### src/rtl/uart_tx_arbiter.sv
// uart_tx_arbiter: round-robin arbiter feeding flits to a UART serializer,
// with a done-timeout and an enforced inter-frame gap.
package types;
    typedef logic [7:0] flit_t;
endpackage

module uart_tx_arbiter #(
    parameter int NUM_REQ        = 4,
    parameter int GAP_CYCLES     = 2,
    parameter int TIMEOUT_CYCLES = 1024,
    localparam int IW            = $clog2(NUM_REQ)
) (
    input  logic                        uart_clk,
    input  logic                        rst_n,
    input  logic [NUM_REQ-1:0]          req_vld,
    input  types::flit_t [NUM_REQ-1:0]  req_flit,
    output logic [NUM_REQ-1:0]          req_rdy,
    output types::flit_t                tx_flit,
    output logic                        tx_vld,
    input  logic                        tx_rdy,
    input  logic                        tx_done,
    output logic [IW-1:0]               grant_id,
    output logic                        busy,
    output logic                        timeout_err
);
    typedef enum logic [1:0] {IDLE, SEND, WAIT_DONE, GAP} state_t;

    localparam logic [15:0] GAP_LOAD = (GAP_CYCLES == 0) ? 16'd0 : 16'(GAP_CYCLES - 1);
    localparam logic [15:0] TO_LAST  = 16'(TIMEOUT_CYCLES - 1);
    localparam state_t      DONE_ST  = (GAP_CYCLES == 0) ? IDLE : GAP;

    state_t       state_q, state_d;
    logic [15:0]  cnt_q, cnt_d;
    logic [IW-1:0] last_grant_q, last_grant_d;
    logic [IW-1:0] grant_id_q, grant_id_d;
    types::flit_t tx_flit_q, tx_flit_d;
    logic         tx_vld_q, tx_vld_d;
    logic         timeout_err_q, timeout_err_d;
    logic [IW-1:0] winner;
    logic         found;

    // first requesting index after the last grant, wrapping modulo NUM_REQ
    always_comb begin
        winner = '0;
        found  = 1'b0;
        for (int k = 1; k <= NUM_REQ; k++) begin
            if (!found && req_vld[IW'((int'(last_grant_q) + k) % NUM_REQ)]) begin
                winner = IW'((int'(last_grant_q) + k) % NUM_REQ);
                found  = 1'b1;
            end
        end
    end

    always_comb begin
        state_d       = state_q;
        cnt_d         = cnt_q;
        last_grant_d  = last_grant_q;
        grant_id_d    = grant_id_q;
        tx_flit_d     = tx_flit_q;
        tx_vld_d      = tx_vld_q;
        timeout_err_d = 1'b0;
        case (state_q)
            IDLE: if (found) begin
                state_d      = SEND;
                tx_flit_d    = req_flit[winner];
                tx_vld_d     = 1'b1;
                last_grant_d = winner;
                grant_id_d   = winner;
                cnt_d        = '0;
            end
            SEND: if (tx_rdy) begin
                tx_vld_d = 1'b0;
                state_d  = tx_done ? DONE_ST : WAIT_DONE;
                cnt_d    = tx_done ? GAP_LOAD : 16'd0;
            end
            WAIT_DONE: if (tx_done) begin
                state_d = DONE_ST;
                cnt_d   = GAP_LOAD;
            end else if (cnt_q == TO_LAST) begin
                state_d       = IDLE;
                timeout_err_d = 1'b1;
                cnt_d         = '0;
            end else begin
                cnt_d = cnt_q + 16'd1;
            end
            GAP: if (cnt_q == 16'd0) state_d = IDLE;
                 else cnt_d = cnt_q - 16'd1;
            default: state_d = IDLE;
        endcase
    end

    always_ff @(posedge uart_clk or negedge rst_n) begin
        if (!rst_n) begin
            state_q       <= IDLE;
            cnt_q         <= '0;
            last_grant_q  <= IW'(NUM_REQ - 1);
            grant_id_q    <= '0;
            tx_flit_q     <= '0;
            tx_vld_q      <= 1'b0;
            timeout_err_q <= 1'b0;
        end else begin
            state_q       <= state_d;
            cnt_q         <= cnt_d;
            last_grant_q  <= last_grant_d;
            grant_id_q    <= grant_id_d;
            tx_flit_q     <= tx_flit_d;
            tx_vld_q      <= tx_vld_d;
            timeout_err_q <= timeout_err_d;
        end
    end

    assign req_rdy     = (state_q == IDLE && found) ? {{(NUM_REQ-1){1'b0}}, 1'b1} << winner : '0;
    assign tx_flit     = tx_flit_q;
    assign tx_vld      = tx_vld_q;
    assign grant_id    = grant_id_q;
    assign busy        = state_q != IDLE;
    assign timeout_err = timeout_err_q;
endmodule

### config.mk
export PLATFORM = sky130hd
export DESIGN_NAME = uart_tx_arbiter
export DESIGN_NICKNAME = d
export VERILOG_FILES = /design/src/rtl/uart_tx_arbiter.sv
export SDC_FILE = /design/constraint.sdc
export NUM_CORES = 1
export LEC_CHECK = 0
export CORE_UTILIZATION = 50
export CTS_CLUSTER_DIAMETER = 80
export CTS_CLUSTER_SIZE = 40
export DETAILED_ROUTE_END_ITERATION = 8
export GPL_ROUTABILITY_DRIVEN = 0
export GPL_TIMING_DRIVEN = 0
export PLACE_DENSITY = 0.77
export SLEW_MARGIN = 20
export SYNTH_ARGS = -nofsm -noshare
export SYNTH_HDL_FRONTEND = slang
export SYNTH_SLANG_ARGS = --single-unit
### constraint.sdc
create_clock -name uart_clk -period 3.2 [get_ports uart_clk]
set_clock_uncertainty 0.15 [all_clocks]
set_input_delay 0.64 -clock uart_clk [delete_from_list [all_inputs] [get_ports uart_clk]]
set_output_delay 0.64 -clock uart_clk [all_outputs]
set_load 0.005 [all_outputs]
=== Word-level counts from Yosys, hierarchy flattened ===
Index checks and enable logic that the tools add are counted.

* Add/subtract/negate cells: 6
* $lt $le $gt $ge: 5
* Equality and inequality tests: 9
* Shifts and indexed selects: 1
* Multiplexer cells: 43
* Reduce and logical (&&, ||, !) cells: 15

{| class="wikitable"
|+ Operators with widths
! cell !! count
|-
| two-way mux 16 bit || 5
|-
| case mux 16 bit (4 select lines) || 1
|-
| two-way mux 1 bit || 19
|-
| two-way mux 2 bit || 9
|-
| adder 16 x 1 -> 16 bit, second input constant || 1
|-
| binary-select mux 8 bit (select 2 bit) || 1
|-
| == test 16 x 10 -> 1 bit, second input constant || 1
|-
| zero test 16 bit || 1
|-
| less-than comparator 2 x 4 -> 1 bit, second input constant || 4
|-
| subtractor 16 x 1 -> 16 bit, second input constant || 1
|-
| binary-select mux 1 bit (select 2 bit) || 4
|-
| two-way mux 8 bit || 1
|-
| inequality test 2 bit, second input constant || 4
|-
| case mux 2 bit (4 select lines) || 1
|-
| AND reduction 3 bit || 2
|-
| adder 2 x 1 -> 2 bit, second input constant || 2
|-
| adder 2 bit, second input constant || 2
|-
| == test 2 bit, second input constant || 2
|-
| logical AND 1 bit || 4
|-
| two-way mux 4 bit || 1
|-
| AND reduction 4 bit || 1
|-
| nonzero test 2 bit || 2
|-
| << shifter 1 x 2 -> 4 bit, first input constant || 1
|-
| zero test 1 bit || 3
|-
| 6 further kinds || 6
|}

* Bits in registers: 32
* Bits of input ports: 40
* Output and inout port bits: 17
* Logic and storage cells: 86

=== Depth between registers and ports, before layout ===
* Depth after elaboration: 16
* Depth in mapped cells: 8
* Mapped depth without buffers: 7

=== Worst setup path after synthesis ===
OpenSTA, ideal clock, no wires.

* Path kind: input-to-output
* Start point: in req_vld[0]
* End point: out req_rdy[2]
* Arrival: 1.882 ns
* Data required time: 2.410 ns
* Path slack: 0.528 ns
* Cell stages on the path: 7
* Buffers on the path: 2
* Cell sequence: a21oi_1 > a31oi_1 > a21oi_1 > buf_2 > buf_1 > nand2_1 > nor2_1

* Cells in the longest elaborated chain, start to end: 15
* Elaborated cells between the ends (all ways): 29
* Classes of those cells: shift (1); mux (21); reduce/logical (7)

{| class="wikitable"
|+ RTL lines
! item !! line !! RTL
|-
| from (decl) || 15 || <nowiki>input logic [NUM_REQ-1:0] req_vld,</nowiki>
|-
| binary-select mux 1 bit (select 2 bit) || 47 || <nowiki>if (!found && req_vld[IW'((int'(last_grant_q) + k) % NUM_REQ)]) begin</nowiki>
|-
| two-way mux 1 bit (not written as such) (2 in a row) || 47 ||
|-
| two-way mux 1 bit || 47 ||
|-
| zero test 1 bit || 47 ||
|-
| logical AND 1 bit || 47 ||
|-
| two-way mux 1 bit || 47 ||
|-
| zero test 1 bit || 47 ||
|-
| logical AND 1 bit || 47 ||
|-
| two-way mux 1 bit || 47 ||
|-
| zero test 1 bit || 47 ||
|-
| logical AND 1 bit || 47 ||
|-
| two-way mux 2 bit or two-way mux 1 bit (tied branches) || 47 ||
|-
| << shifter 1 x 2 -> 4 bit or logical AND 1 bit (tied branches) || 112 || <nowiki>assign req_rdy = (state_q == IDLE && found) ? {{(NUM_REQ-1){1'b0}}, 1'b1} << winner : '0;</nowiki>
|-
| two-way mux 4 bit * || 112 ||
|-
| to (decl) || 17 || <nowiki>output logic [NUM_REQ-1:0] req_rdy,</nowiki>
|}

Mark *: on every way between the ends. The rest lies on a longest branch, timed or not. The select of a mux whose other input is x is not followed.

=== Worst setup path in the final report ===
* Start point: reg cnt_q[0]
* End point: reg cnt_q[11]

* Cells in the longest elaborated chain, start to end: 4
* Elaborated cells between the ends (all ways): 10
* Classes of those cells: add/sub (2); eq/ne (2); mux (4); reduce/logical (2)

{| class="wikitable"
|+ RTL lines
! item !! line !! RTL
|-
| from (decl) || 33 || <nowiki>logic [15:0] cnt_q, cnt_d;</nowiki>
|-
| from (signal assigned) || 103 || <nowiki>cnt_q <= cnt_d;</nowiki>
|-
| adder 16 x 1 -> 16 bit or == test 16 x 10 -> 1 bit (tied branches) || 84, 79 ||
|-
| two-way mux 16 bit || 79 || <nowiki>end else if (cnt_q == TO_LAST) begin</nowiki>
|-
| two-way mux 16 bit || 76 || <nowiki>WAIT_DONE: if (tx_done) begin</nowiki>
|-
| case mux 16 bit (4 select lines) || 62 || <nowiki>case (state_q)</nowiki>
|}

Parallel ways exist; a longest one is shown, timed or not. The select of a mux whose other input is x is not followed.
A chain may end at the register's enable or synchronous reset.

==> reports/summary.txt <==
Hold WC Path Type - primary input to async pin
Clock Path Buffers - 2
Most common cell after layout, fill and taps aside - clkdlybuf4s50_1
Final net count - 389
Synth area leaders - dfrtp_1, mux2i_1, nand2_1
Antenna violations before repair - 0
Slack of the worst reg-to-reg path - 160 ps
Post-Syn Area per Cell - 8.38 µm²
Post-place setup slack - -757 ps
CTS tree - done
Iter 0 DRT Violations - 274
Post-synthesis adder-cell area fraction - 0.0105
Clock group share of total power - 0.113
Post-Synth Simple-Gate Area - 0.242
Crit path DAT - 3060 ps
Design Area, Final - 3150 µm²
CP endpoint kind - flop
Clock root buffer - clkbuf_8
Nature of the critical path startpoint - flop
Yosys reg bits - 32
Status - finished clean
Vias per inst - 6.41
Combinational power share - 0.637
Worst Setup Path Type - flop to flop
Sw Pwr - 1.32 mW
Leakage power - 1.32 nW
Die Ht - 71.0 µm
Final hold vios - 0
Worst Hold Slack - 141 ps
Full die area - 5040 µm²
Crit path time final - 3040 ps
Slew margin rel. - 0.278
Maximum vdd drop - 406 µV
Worst-path clk slew - 70 ps
Hpwl dp - 4.81 mm
Vias - 2,564
Post-synth EDFFs - 0
Compound-Gate Fraction of Synth Area - 0.242
Final Util - 0.703
Number of diodes - 0
Layout area overhead - 32.1%
Final worst slack - 157 ps
Clock Latency Late Sink - 280 ps
Synth top area share - 0.315
Die Span X - 71.0 µm
Power per cell area - 919 nW/µm²
FMAX - 329 MHz
Drt wl/cell - 16.6 µm
Num ports - 57
P_int - 1.57 mW
Asr flop ratio synth - 1.00
Initial Util - 0.532
Residual DRC count - 0
Distinct cells, synth - 53
Post-synthesis mux area share - 0.0883
Final slew viol count - 0
Final WL - 6.65 mm
FILL cells - 364
Synth Area in XOR/XNOR - 0.0147
Cell Rows - 24
Layout cells sized above 1 - 0.109
Routed Antenna Nets - 0
Global Route Usage Sum - 0.278
Slew @ Worst Pin - 1080 ps
Main combinational cell family by area after synthesis - compound AO/OA/AOI/OAI gates
Post-CTS Hold Fix Bufs - 0
Post-synth net total - 326
Mapped Area - 2380 µm²
Main synth FF type - dfrtp_1
Yosys warns - 0
Post-place instance area - 3030 µm²
# H-tree levels - 2
Sequential area share after synthesis - 0.337
Mapped Cells - 284
Synth area leader - dfrtp_1
Largest net degree at the start of global routing - 18
Core area - 4470 µm²
Sequential power share - 0.250
RSZ-0062 raised after global routing - false
Sw Ratio - 0.456
Maxcap violations - 0
Clock Sinks - 32
# setup viols final - 0
Pre-antenna DRT Iters - 5
Post-route clock period utilization - 0.951
GR Overflow Total - 0
Vias in the first global route - 2,440
CP Max Fanout - 10
CTS Buf Count - 5
Highest-count cells in the layout ignoring fill and taps - clkdlybuf4s50_1, dfrtp_1, nand2_1, nor2_1, mux2i_1
WP data required - 3220 ps
PortBufs - 56
Global-route wire length before repair - 11.1 mm
## per-stage QoR
| stage | power (mW) | cells | setup TNS [ps] |
|---|---|---|---|
| 2_1_floorplan | 1.96 | 284 | 0 |
| 3_3_place_gp | 2.49 | 392 | -2300 |
| 3_5_place_dp | 2.52 | 393 | -2430 |
| 4_1_cts | 2.87 | 401 | 0 |
| 5_1_grt | 3.13 | 400 | 0 |
| 6_report | 2.89 | 400 | 0 |
## worst max-delay path: stages (launching register included)
cell	delay, ps
dfrtp_1	470
inv_1	110
ha_1	250
or4b_2	710
nor3_2	450
a21oi_1	460
a22o_1	330
## logic make-up after synthesis
| kind of cell | count (synthesis) |
|---|---|
| AOI/OAI and AO/OA | 80 |
| xor gates and xnor gates | 4 |
| adders and majority gates | 2 |
| buffers and inverters | 32 |
| DFF | 32 |
| muxes | 21 |
| and+or+nand+nor | 113 |
## flip-flops by register name, summed over array words and instances, names as in the netlist
name and cells:
tx_flit 8, last_grant_q 2, grant_id 2, cnt_q 16, tx_vld 1, state_q 2
timeout_err 1
## synthesized netlist by cell type (5+ instances only)
cell type,number
buf_2,7
nand3_1,6
inv_1,9
nor3_1,12
nand2_1,30
clkbuf_1,8
a22o_1,7
a21oi_1,14
nor4_1,8
o21ai_0,15
mux2i_1,21
nor2_1,28
dfrtp_1,30
and3_1,5
o221ai_1,10
nand4_1,6
## worst paths after layout
check                                   startpoint                          end  cells after the start
setup / recovery              cnt_q[0]$_DFFE_PN0P_        cnt_q[11]$_DFFE_PN0P_                      6
hold / removal                               rst_n         cnt_q[8]$_DFFE_PN0P_                      1
setup reg to reg              cnt_q[0]$_DFFE_PN0P_        cnt_q[11]$_DFFE_PN0P_                      6
hold reg to reg            grant_id[1]$_DFFE_PN0P_      grant_id[1]$_DFFE_PN0P_                      2
max in group asynchronous                    rst_n  last_grant_q[1]$_DFFE_PN1P_                      2
min in group uart_clk      grant_id[1]$_DFFE_PN0P_      grant_id[1]$_DFFE_PN0P_                      2
## per-layer routing
layer,track usage,share of wire,vias up
li1,-,-,1200
met2,0.475,0.49,151
met5,0,0,-
met3,0.0641,0.086,14
met4,0.0978,0.011,0
met1,0.344,0.41,1199
## area by class of cell
class	instances	area, µm²	share of cell area
plain buffers	21	124	0.0394
clock buffers	8	90.1	0.0286
inverters	9	33.8	0.0107
multi-input cells	220	1440	0.458
flip-flops and latches	32	803	0.255
well taps	52	65.1	0.0207
repair buffers	58	589	0.187
## power groups by stage
stage	sequential, mW	combinational [mW]	clock, mW
floorplan	0.701	1.26	0
global placement	0.720	1.77	0
detailed placement	0.726	1.79	0
CTS	0.723	1.82	0.331
global route	0.748	2.03	0.346
finish	0.724	1.84	0.327
## timing repair
item	CTS	global route
resized for setup	10	6
endpoints found under the setup margin	4	4
pin swaps	0	1
buffers inserted	1	0
Note: power is estimated with default switching activity, not from simulation.
